==> src/rtl/fork_join_seq.sv <==
// fork_join_seq: a fixed, timed "program" that models fork/join concurrency.
// One run does the following. It sets the source x, waits, then sets y. Fork 1
// copies the sources into a and b on two independent branches. It waits, then
// sets x again. Fork 2 runs four branches that copy into p, a, b and m. The run
// ends with a one-cycle done pulse. Every delay is counted in rising clk edges.
module fork_join_seq #(
    parameter int D_Y  = 5,
    parameter int D_A1 = 20,
    parameter int D_B1 = 15,
    parameter int D_X  = 40,
    parameter int D_P  = 10,
    parameter int D_QA = 10,
    parameter int D_QB = 30,
    parameter int D_M  = 5
) (
    input  logic       clk,
    input  logic       rst,
    input  logic       start,
    input  logic       abort,
    output logic       x,
    output logic       y,
    output logic       a,
    output logic       b,
    output logic       p,
    output logic       m,
    output logic       busy,
    output logic       done,
    output logic [2:0] phase
);

    typedef enum logic [2:0] {
        IDLE  = 3'd0,
        DLY_Y = 3'd1,
        FORK1 = 3'd2,
        DLY_X = 3'd3,
        FORK2 = 3'd4
    } state_t;

    // A timer cleared on the origin edge holds k-1 just before edge origin+k.
    // The event for a delay D therefore fires when the timer holds D-1.
    localparam logic [7:0] Y_LAST  = 8'(D_Y  - 1);
    localparam logic [7:0] A1_LAST = 8'(D_A1 - 1);
    localparam logic [7:0] B1_LAST = 8'(D_B1 - 1);
    localparam logic [7:0] X_LAST  = 8'(D_X  - 1);
    localparam logic [7:0] P_LAST  = 8'(D_P  - 1);
    localparam logic [7:0] QA_LAST = 8'(D_QA - 1);
    localparam logic [7:0] QB_LAST = 8'(D_QB - 1);
    localparam logic [7:0] M_LAST  = 8'(D_M  - 1);

    state_t     r_state;
    state_t     w_stateNext;

    logic       r_x, r_y, r_a, r_b, r_p, r_m;
    logic       r_done;
    logic [7:0] r_dlyTmr;
    logic [7:0] r_forkTmr;
    logic [7:0] r_qTmr;
    logic       r_doneA, r_doneB;
    logic       r_doneP, r_doneQA, r_doneQB, r_doneM;

    logic       w_go;
    logic       w_fireY, w_fireX;
    logic       w_fireA, w_fireB, w_join1;
    logic       w_fireP, w_fireQA, w_fireQB, w_fireM, w_join2;

    // Saturate the timers so a long wait on one branch cannot wrap a timer and re-trigger another.
    function automatic logic [7:0] satInc(input logic [7:0] v);
        return (v == 8'hFF) ? v : v + 8'd1;
    endfunction

    // State register. Reset always returns the sequencer to IDLE.
    always_ff @(posedge clk) begin
        if (rst) begin
            r_state <= IDLE;
        end else begin
            r_state <= w_stateNext;
        end
    end

    // Next state and branch strobes. Abort suppresses every strobe in its cycle.
    always_comb begin
        w_stateNext = r_state;
        w_go        = 1'b0;
        w_fireY     = 1'b0;
        w_fireX     = 1'b0;
        w_fireA     = 1'b0;
        w_fireB     = 1'b0;
        w_join1     = 1'b0;
        w_fireP     = 1'b0;
        w_fireQA    = 1'b0;
        w_fireQB    = 1'b0;
        w_fireM     = 1'b0;
        w_join2     = 1'b0;
        case (r_state)
            IDLE: begin
                if (start && !abort) begin
                    w_go        = 1'b1;
                    w_stateNext = DLY_Y;
                end
            end
            DLY_Y: begin
                if (abort) begin
                    w_stateNext = IDLE;
                end else if (r_dlyTmr == Y_LAST) begin
                    w_fireY     = 1'b1;
                    w_stateNext = FORK1;
                end
            end
            FORK1: begin
                if (abort) begin
                    w_stateNext = IDLE;
                end else begin
                    w_fireA = !r_doneA && (r_forkTmr == A1_LAST);
                    w_fireB = !r_doneB && (r_forkTmr == B1_LAST);
                    w_join1 = (r_doneA || w_fireA) && (r_doneB || w_fireB);
                    if (w_join1) begin
                        w_stateNext = DLY_X;
                    end
                end
            end
            DLY_X: begin
                if (abort) begin
                    w_stateNext = IDLE;
                end else if (r_dlyTmr == X_LAST) begin
                    w_fireX     = 1'b1;
                    w_stateNext = FORK2;
                end
            end
            FORK2: begin
                if (abort) begin
                    w_stateNext = IDLE;
                end else begin
                    w_fireP  = !r_doneP  && (r_forkTmr == P_LAST);
                    w_fireQA = !r_doneQA && (r_forkTmr == QA_LAST);
                    w_fireQB = r_doneQA && !r_doneQB && (r_qTmr == QB_LAST);
                    w_fireM  = !r_doneM  && (r_forkTmr == M_LAST);
                    w_join2  = (r_doneP  || w_fireP)  &&
                               (r_doneQB || w_fireQB) &&
                               (r_doneM  || w_fireM);
                    if (w_join2) begin
                        w_stateNext = IDLE;
                    end
                end
            end
            default: begin
                w_stateNext = IDLE;
            end
        endcase
    end

    // Sources, destinations, timers and branch-completion flags.
    // Q's second leg uses its own timer, so no timer needs more than 8 bits.
    always_ff @(posedge clk) begin
        if (rst) begin
            r_x       <= 1'b0;
            r_y       <= 1'b0;
            r_a       <= 1'b0;
            r_b       <= 1'b0;
            r_p       <= 1'b0;
            r_m       <= 1'b0;
            r_done    <= 1'b0;
            r_dlyTmr  <= 8'd0;
            r_forkTmr <= 8'd0;
            r_qTmr    <= 8'd0;
            r_doneA   <= 1'b0;
            r_doneB   <= 1'b0;
            r_doneP   <= 1'b0;
            r_doneQA  <= 1'b0;
            r_doneQB  <= 1'b0;
            r_doneM   <= 1'b0;
        end else begin
            r_done <= w_join2;

            if (r_state == DLY_Y || r_state == DLY_X) begin
                r_dlyTmr <= satInc(r_dlyTmr);
            end
            if (r_state == FORK1 || r_state == FORK2) begin
                r_forkTmr <= satInc(r_forkTmr);
            end
            if (r_state == FORK2) begin
                r_qTmr <= satInc(r_qTmr);
            end

            if (w_go) begin
                r_x      <= 1'b0;
                r_dlyTmr <= 8'd0;
            end

            if (w_fireY) begin
                r_y       <= 1'b1;
                r_forkTmr <= 8'd0;
                r_doneA   <= 1'b0;
                r_doneB   <= 1'b0;
            end

            if (w_fireA) begin
                r_a     <= r_x;
                r_doneA <= 1'b1;
            end
            if (w_fireB) begin
                r_b     <= r_y;
                r_doneB <= 1'b1;
            end
            if (w_join1) begin
                r_dlyTmr <= 8'd0;
            end

            if (w_fireX) begin
                r_x       <= 1'b1;
                r_forkTmr <= 8'd0;
                r_qTmr    <= 8'd0;
                r_doneP   <= 1'b0;
                r_doneQA  <= 1'b0;
                r_doneQB  <= 1'b0;
                r_doneM   <= 1'b0;
            end

            if (w_fireP) begin
                r_p     <= r_x;
                r_doneP <= 1'b1;
            end
            if (w_fireQA) begin
                r_a      <= r_y;
                r_doneQA <= 1'b1;
                r_qTmr   <= 8'd0;
            end
            if (w_fireQB) begin
                r_b      <= r_x;
                r_doneQB <= 1'b1;
            end
            if (w_fireM) begin
                r_m     <= r_y;
                r_doneM <= 1'b1;
            end
        end
    end

    assign x     = r_x;
    assign y     = r_y;
    assign a     = r_a;
    assign b     = r_b;
    assign p     = r_p;
    assign m     = r_m;
    assign done  = r_done;
    assign busy  = (r_state != IDLE);
    assign phase = r_state;

endmodule

==> config.mk <==
export PLATFORM = sky130hd
export DESIGN_NAME = fork_join_seq
export DESIGN_NICKNAME = d
export VERILOG_FILES = /design/src/rtl/fork_join_seq.sv
export SDC_FILE = /design/constraint.sdc
export NUM_CORES = 1
export LEC_CHECK = 0
export CAP_MARGIN = 40
export CELL_PAD_IN_SITES_DETAIL_PLACEMENT = 1
export CELL_PAD_IN_SITES_GLOBAL_PLACEMENT = 1
export CORE_MARGIN = 3
export CORE_UTILIZATION = 45
export CTS_BUF_LIST = sky130_fd_sc_hd__clkbuf_8 sky130_fd_sc_hd__clkbuf_16
export DETAILED_ROUTE_END_ITERATION = 8
export GPL_ROUTABILITY_DRIVEN = 0
export MAX_ROUTING_LAYER = met4
export PLACE_DENSITY = 0.78
export SLEW_MARGIN = 25
export SYNTH_ARGS = -nofsm -noshare
export SYNTH_HDL_FRONTEND = slang
export SYNTH_SLANG_ARGS = --single-unit
==> constraint.sdc <==
create_clock -name clk -period 4.2 [get_ports clk]
set_input_delay 0.42 -clock clk [delete_from_list [all_inputs] [get_ports clk]]
set_output_delay 0.42 -clock clk [all_outputs]
set_load 0.05 [all_outputs]
# Word level (Yosys, flattened, before mapping)

Index checks and enable logic that the tools add are counted.

Flip-flop bits (word level): 40
Bits of input ports: 4
Output and inout port bits: 11
Logic and storage cells: 133

Add/sub/neg operators: 3
Eq/ne operators: 19
Multiplexer cells: 46
Bitwise operators: 4
Reduce and logical (&&, ||, !) cells: 44

Operators by type and width:

| kind                  | count |
|---|---|
| $mux W1               | 36 |
| $mux W3               | 9 |
| $add A8 B1 Y8 const B | 3 |
| $eq A8 B8 Y1 const B  | 3 |
| $reduce_bool A2 Y1    | 9 |
| $eq A8 B3 Y1 const B  | 2 |
| $eq A8 B4 Y1 const B  | 2 |
| $eq A8 B5 Y1 const B  | 2 |
| $pmux W3 S5           | 1 |
| $ne A3 B3 Y1 const B  | 4 |
| $reduce_or A3 Y1      | 4 |
| $logic_and A1 B1 Y1   | 11 |
| $eq A8 B6 Y1 const B  | 1 |
| $logic_not A1 Y1      | 7 |
| $logic_or A1 B1 Y1    | 7 |
| $eq A3 B2 Y1 const B  | 2 |
| $reduce_and A2 Y1     | 3 |
| $reduce_and A5 Y1     | 1 |
| $not A1 Y1            | 4 |
| $eq A3 B1 Y1 const B  | 1 |
| $eq A3 B3 Y1 const B  | 1 |
| $logic_not A3 Y1      | 1 |
| $reduce_bool A3 Y1    | 1 |
| $ne A2 B2 Y1 const B  | 1 |

# Logic depth before layout (Yosys ltp)

Gate-level depths: netlist of the first run.

Depth after elaboration: 9
Depth in mapped cells: 7
Mapped depth without buffers: 7

# Worst setup path after synthesis of the first run

No wires, ideal clock.

Kind: register to register
Start: register r_state[2] (netlist: phase[2])
End: register r_qTmr[1]
Library setup time: 137 ps
Arrival: 1941 ps
Required time: 4063 ps
Setup slack: 2122 ps
Stages on the path, launching flop included: 6
Path buffers: 0
Clock period less this slack: 2078 ps
Cells stage by stage: dfxtp_1 -> or3b_1 -> or2_1 -> or3_4 -> nand3b_2 -> a211oi_1

Longest elaborated chain between the ends: 3
Elaborated cells on any way between the ends: 6
Those cells by class: eq/ne (2); mux (2); reduce/logical (2)

RTL lines:

| what                                         | RTL line | RTL |
|---|---|---|
| start, declared                              | 50       | `state_t r_state;` |
| start signal, assigned                       | 76       | `r_state <= w_stateNext;` |
| $eq A3 B2 Y1 or $eq A3 B3 Y1 (tied branches) | 94, 180  |  |
| $mux W1                                      | 94       | `case (r_state)` |
| $reduce_or A3 Y1 (no line)                   | n/a      |  |
| end signal, assigned                         | 181      | `r_qTmr <= satInc(r_qTmr);` |
| end, declared                                | 57       | `logic [7:0] r_qTmr;` |

Parallel ways exist; a longest one is shown, timed or not.
A chain may end at the register's enable or synchronous reset.

# Final worst setup path of the first run

Start: register r_state[2] (netlist: phase[2])
End: output busy

Longest elaborated chain between the ends: 1

RTL lines:

| what               | RTL line | RTL |
|---|---|---|
| $reduce_bool A3 Y1 | 245      | `assign busy = (r_state != IDLE);` |
| end, declared      | 26       | `output logic busy,` |

No other way between the ends.

==> summary.md, run 1 <==
| Metric | Value |
|---|---|
| Initial antenna violation count | 0 |
| Hold Path Class | flop to flop |
| Fin crit share | 58.1% |
| Full die area | 0.00539 mm² |
| Static Leakage | 0.000828 µW |
| Nets | 261 |
| Layout area overhead | 12.8% |
| Post-synthesis cell area | 0.00205 mm² |
| Cell Chain, Critical Path | nor3_1 > inv_1 > clkdlybuf4s50_1 |
| First-pass GRT wire length | 8.33 mm |
| Hold Vio Cnt, Final | 0 |
| Clock sink total | 40 |
| Critical Path RT | 3.78 ns |
| Root Buffer | clkbuf_8 |
| Maxcap violations | 0 |
| Clock latency on the worst-skew pair | 0.29 ns |
| Row cnt | 23 |
| Clk slew on worst S/H paths | 0.08 ns |
| Initial core utilization | 48.7% |
| Synth area leaders | dfxtp_1 (39%), nor2_1 (7.3%), xor2_1 (7.3%), ha_1 (4.9%), nand4_1 (4.6%) |
| Iter 0 DRT Violations | 66 |
| Worst setup SP type | flop |
| Number of port buffers | 14 |
| Top cell type's share of synthesized area | 39.1% |
| Routed WL per cell | 15.5 µm |
| CP Capture Type | output port |
| Number of CTS-inserted buffers | 5 |
| Vias | 1,721 |
| Post-synth EDFFs | 0 |
| Gr usage total | 20.1% |
| Sequential-to-total area share from yosys stat | 39.1% |
| Fmax | 0.410 GHz |
| Pin count of the biggest net entering global routing | 20 |
| Final TNS setup | 0 ns |
| DRC viols | 0 |
| Skew final | 0.00759 ns |
| Cell count after synthesis | 234 |
| Post-synth cell types | 44 |
| Clock tree buffer depth | 2 |
| Crit path kind | flop to output port |
| Antenna diode count | 0 |
| Slew Limit Fails | 0 |
| Vias in the first global route | 1,779 |
| P_int | 628 µW |
| Setup violations, final | 0 |
| Worst path slowest cell | clkdlybuf4s50_1 |
| Sw Share | 35.6% |
| CTS tree | yes |
| Comb pwr share | 27.8% |
| Sw power | 346 µW |
| RSZ-0062 raised after global routing | no |
| Asr flop ratio synth | 0% |
| Drt pass-1 iters | 4 |
| Dpl hpwl | 3.40 mm |
| Min cycle time layout | 2.44 ns |
| Layout Utilization | 54.9% |
| Hold buffers post-CTS | 0 |
| Boundary Pins | 15 |
| Avg Synthesized Cell Area | 8.74 µm² |
| Largest area contributor in the netlist | dfxtp_1 |
| Top_reg_cell synth | dfxtp_1 |
| H-tree depth | 2 |
| Total design power | 974 µW |
| Yosys Warn Count | 0 |
| Register share of total power | 44.8% |
| Slew margin rel. | 52.5% |
| Pwr Density | 422 mW/mm² |
| Share of cells above drive strength 1 | 8.00% |
| Core area | 0.00420 mm² |
| Worst vdd ir | 267 µV |
| Vias/cell | 5.74 |
| Total Routed Length | 4.65 mm |
| Post-CTS Setup Inserts | 0 |
| Yosys reg bits | 40 |
| Arrival @ worst endpoint | 2.02 ns |
| Die height | 73.4 µm |
| Die width | 73.4 µm |
| Status | finished clean |
| Commonest cells post-synth | dfxtp_1 (40), nor2_1 (40), xor2_1 (17), nand4_1 (15), a21oi_1 (14) |
| DRT antenna net count | 0 |
| Resize count post-CTS | 0 |
| Slowest Stage Delay on Critical Path | 0.74 ns |
| GR Overflow Total | 0 |
| Critical Path Fanout Max | 7 |
| Clock power frac | 27.4% |
| Post-Syn Nets | 246 |
| Worst slew pin tran | 0.710 ns |
[power by group through the flow]
| stage | Sequential (µW) | Clock, µW | Combinational, µW |
|---|---|---|---|
| floorplan | 457 | 0 | 184 |
| finish | 436 | 267 | 271 |
| CTS | 435 | 273 | 272 |
| global route | 441 | 287 | 297 |
| global placement | 444 | 0 | 262 |
| detailed placement | 445 | 0 | 268 |
[registers in the layout (all words and copies together) (netlist names)]
signal	flops
a	1
b	1
done	1
m	1
p	1
phase	3
r_dlyTmr	8
r_doneA	1
r_doneB	1
r_doneM	1
r_doneP	1
r_doneQA	1
r_doneQB	1
r_forkTmr	8
r_qTmr	8
x	1
y	1
[routing by layer]
| metal | track usage [%] | share of wire (%) | up-vias | routed length (µm) |
|---|---|---|---|---|
| met1 | 26.7 | 49 | 834 | 2280 |
| met4 | 7.24 | 1.5 | 0 | 68 |
| met2 | 31.0 | 46 | 30 | 2120 |
| li1 | - | - | 849 | - |
| met3 | 3.01 | 3.9 | 8 | 179 |
| met5 | - | 0 | - | 0 |
[path summary, 6_finish.rpt]
| path | start | endpoint | slack (ns) | cells after the start |
|---|---|---|---|---|
| setup / recovery | phase[2] | busy | 1.76 | 3 |
| hold reg to reg | r_doneQB | r_doneQB | 0.50 | 2 |
| setup reg to reg | r_dlyTmr[0] | phase[2] | 2.17 | 7 |
| hold / removal | r_doneQB | r_doneQB | 0.50 | 2 |
[logic make-up (layout without fill, tap and decap cells)]
kind of cell    count (synthesis)  after routing  share of synthesized area (%)
compound gates                 33             33                           12.8
xor+xnor                       22             22                           9.42
fa+ha+maj                       8              8                           4.89
buf+inv                        19             35                           4.04
flops                          40             40                           39.1
mux                             4              4                           1.96
simple gates                  108            108                           27.7
[cells in the final DEF (no fill, tap or decap), drive strengths merged, types with 3 or more instances in the layout]
cell / instances
nor3: 9
ha: 8
and2: 4
nand3: 8
nand4: 15
xor2: 17
a41oi: 5
and3: 4
clkdlybuf4s50: 14
or3b: 3
mux2i: 4
nor2: 40
inv: 12
xnor2: 5
clkbuf: 6
dfxtp: 40
a211oi: 4
nand2: 12
a21oi: 14
[final cells by class]
class	count	area [µm²]
fill	513	1890
tap	50	62.6
clock inverter	2	10.0
inverter	12	45.0
multi-input combinational	175	1160
sequential	40	801
timing repair buffer	15	145
clock buffer	6	82.6
[per-stage QoR]
stage / hold slack [ns] / instances / worst slack (ns) / cell area (µm²)
final: 0.498 / 300 / 1.76 / 2310
after global routing: 0.526 / 300 / 1.65 / 2310
after CTS: 0.493 / 300 / 1.79 / 2310
after detailed placement: 0.477 / 292 / 1.82 / 2220
after global placement: 0.474 / 291 / 1.75 / 2210
after floorplan: 0.449 / 234 / 2.12 / 2050
[critical path, delay by kind of cell (launching register included)]
kind	cells	cell delay (ns)
DFF	1	0.40
buffers and inverters	2	0.91
and+or+nand+nor	1	0.42
Power figures use the tool's default switching activity.
==> run 2: changes to the inputs <==
--- a/config.mk
+++ b/config.mk
@@ -9,12 +9,12 @@
 export CELL_PAD_IN_SITES_DETAIL_PLACEMENT = 1
 export CELL_PAD_IN_SITES_GLOBAL_PLACEMENT = 1
 export CORE_MARGIN = 3
-export CORE_UTILIZATION = 45
+export CORE_UTILIZATION = 40
 export CTS_BUF_LIST = sky130_fd_sc_hd__clkbuf_8 sky130_fd_sc_hd__clkbuf_16
 export DETAILED_ROUTE_END_ITERATION = 8
 export GPL_ROUTABILITY_DRIVEN = 0
 export MAX_ROUTING_LAYER = met4
-export PLACE_DENSITY = 0.78
+export PLACE_DENSITY = 0.73
 export SLEW_MARGIN = 25
 export SYNTH_ARGS = -nofsm -noshare
 export SYNTH_HDL_FRONTEND = slang
==> constraint.sdc (replaced) <==
create_clock -name clk -period 2.1 [get_ports clk]
set_input_delay 0.21 -clock clk [delete_from_list [all_inputs] [get_ports clk]]
set_output_delay 0.21 -clock clk [all_outputs]
set_load 0.05 [all_outputs]
==> summary.md, run 2 (synthesized netlist as in run 1, its figures left out) <==
| Metric | Value |
|---|---|
| First-pass GRT wire length | 8.57 mm (+2.9%) |
| Fin crit share | 91.5% |
| Arrival @ worst endpoint | 2.13 ns (+0.11 ns) |
| Gr usage total | 18.1% (-2.0 points) |
| Commonest non-fill, non-tap cell in the layout | nor2_1 |
| CP Capture Type | flop |
| Hold Path Class | flop to flop |
| Dpl hpwl | 3.49 mm (+2.8%) |
| Worst path slowest cell | or3b_4 |
| DRC viols | 0 (unchanged) |
| Worst setup SP type | flop |
| Number of port buffers | 14 (unchanged) |
| Die height | 77.5 µm (+5.6%) |
| Cell Chain, Critical Path | inv_1 > ha_2 > or3b_4 > a2111oi_4 > o22a_2 > o21ai_0 > a211oi_1 |
| Fmax | 0.520 GHz |
| Row cnt | 25 (+8.7%) |
| Initial core utilization | 42.5% (-6.2 points) |
| Clock latency on the worst-skew pair | 0.29 ns (about the same) |
| Maxcap violations | 0 (unchanged) |
| Total Routed Length | 4.82 mm (+3.8%) |
| Placed cells | 318 (+8.9%) |
| R2r setup slk | 0.18 ns (-1.99 ns) |
| Clk slew on worst S/H paths | 0.08 ns (about the same) |
| Static Leakage | 0.000886 µW (+7.0%) |
| Crit path kind | flop to flop |
| Reg2Reg Depth | 7 (unchanged) |
| Core area | 0.00482 mm² (+15%) |
| Antenna diode count | 0 (unchanged) |
| Boundary Pins | 15 (unchanged) |
| Layout area overhead | 19.2% |
| Worst Setup EP | phase[2] |
| Skew final | 0.00791 ns (+0.000323 ns) |
| Min cycle time layout | 1.92 ns |
| Drt pass-1 iters | 4 (unchanged) |
| Routed WL per cell | 14.7 µm (-4.7%) |
| Critical Path Fanout Max | 5 (-2) |
| Number of CTS-inserted buffers | 5 (unchanged) |
| Setup violations, final | 0 (unchanged) |
| Reg2reg start | r_dlyTmr[0] |
| Largest registers | r_dlyTmr x8, r_forkTmr x8, r_qTmr x8 |
| Iter 0 DRT Violations | 50 (-24%) |
| Share of cells above drive strength 1 | 13.1% (+5.1 points) |
| DRT antenna net count | 0 (unchanged) |
| CTS tree | yes |
| Worst vdd ir | 470 µV (+76%) |
| Hold Vio Cnt, Final | 0 (unchanged) |
| Clock sink total | 40 (unchanged) |
| Pin count of the biggest net entering global routing | 13 (-35%) |
| Status | finished clean |
| Nets | 271 (+3.8%) |
| Critical Path RT | 2.30 ns (-1.48 ns) |
| Reg-to-reg endpoint | phase[2] |
| Clock tree buffer depth | 2 (unchanged) |
| Worst Setup SP | r_dlyTmr[0] |
| Slew margin rel. | 66.5% (+14 points) |
| GR Overflow Total | 0 (unchanged) |
| Worst slew pin tran | 0.501 ns (-0.209 ns) |
| Non-filler cells in the finished layout | 327 (+9.0%) |
| Vias/cell | 5.32 (-7.2%) |
| Die width | 77.5 µm (+5.6%) |
| Hold_ws | 0.502 ns (+0.00326 ns) |
| Initial antenna violation count | 0 (unchanged) |
| Commonest non-fill, non-tap cells in the layout | nor2_1 (40), dfxtp_1 (39), xor2_1 (17) |
| Slowest Stage Delay on Critical Path | 0.38 ns (-0.36 ns) |
| Pwr Density | 856 mW/mm² (+100%) |
| Vias | 1,741 (+1.2%) |
| Slew Limit Fails | 0 (unchanged) |
| Vias in the first global route | 1,791 (+0.67%) |
| Root Buffer | clkbuf_8 |
| H-tree depth | 2 (unchanged) |
| Full die area | 0.00601 mm² (+11%) |
run 2: area by class of cell:
| class | count | area [µm²] |
|---|---|---|
| inverter | 12 | 45.0 |
| clock inverter | 3 | 38.8 |
| fill | 598 | 2380 |
| clock buffer | 5 | 68.8 |
| timing repair buffer | 25 | 220 |
| sequential | 40 | 802 |
| tap | 67 | 83.8 |
| multi-input combinational | 175 | 1180 |
run 2: how the worst min path moves through the flow:
| stage | depth (start not counted) | start | end |
|---|---|---|---|
| floorplan | 3 | abort | phase[2] |
| global placement | 2 | r_doneQA | r_doneQA |
| CTS | 2 | r_doneQA | r_doneQA |
| finish | 2 | r_doneQA | r_doneQA |
| detailed placement | 2 | m | m |
| global route | 2 | r_doneQA | r_doneQA |
run 2: repair_timing:
action | 4_1_cts | 5_1_grt
setup endpoints to repair | 0 | 3
buffers inserted | 0 | 1
hold buffers | 0 | 0
resized for setup | 0 | 5
run 2: through the flow:
step | setup WS [ns] | util (%) | power, µW | area [µm²] | setup TNS [ns]
2_1_floorplan | 0.0220 | - | 1280 | 2050 | 0
3_3_place_gp | 0.0925 | 47.8 | 1430 | 2300 | 0
3_5_place_dp | 0.0780 | 47.8 | 1440 | 2300 | 0
4_1_cts | 0.0725 | 50.1 | 2060 | 2410 | 0
5_1_grt | -0.0327 | 50.6 | 2210 | 2440 | -0.0327
6_report | 0.178 | 50.6 | 2090 | 2440 | 0
run 2: power by group:
part	switching [µW]	total [µW]	leakage, µW	internal [µW]
Clock	266	614	0.0000593	348
Sequential	55.0	856	0.000323	801
Combinational	380	618	0.000503	237
run 2: metal layers:
layer,up-vias,wire length [µm],global-route usage (%)
met4,0,87,5.69
met3,8,100,3.48
met5,-,0,-
li1,877,-,-
met1,833,2400,22.2
met2,23,2240,30.1
run 2: critical path: cells and delay by family, from the launching register on:
family	cells	cell delay [ns]
flip-flops	1	0.34
adder cells (fa/ha/maj)	1	0.17
AO/OA/AOI/OAI	4	0.87
buffers and inverters	1	0.08
AND/OR/NAND/NOR	1	0.38
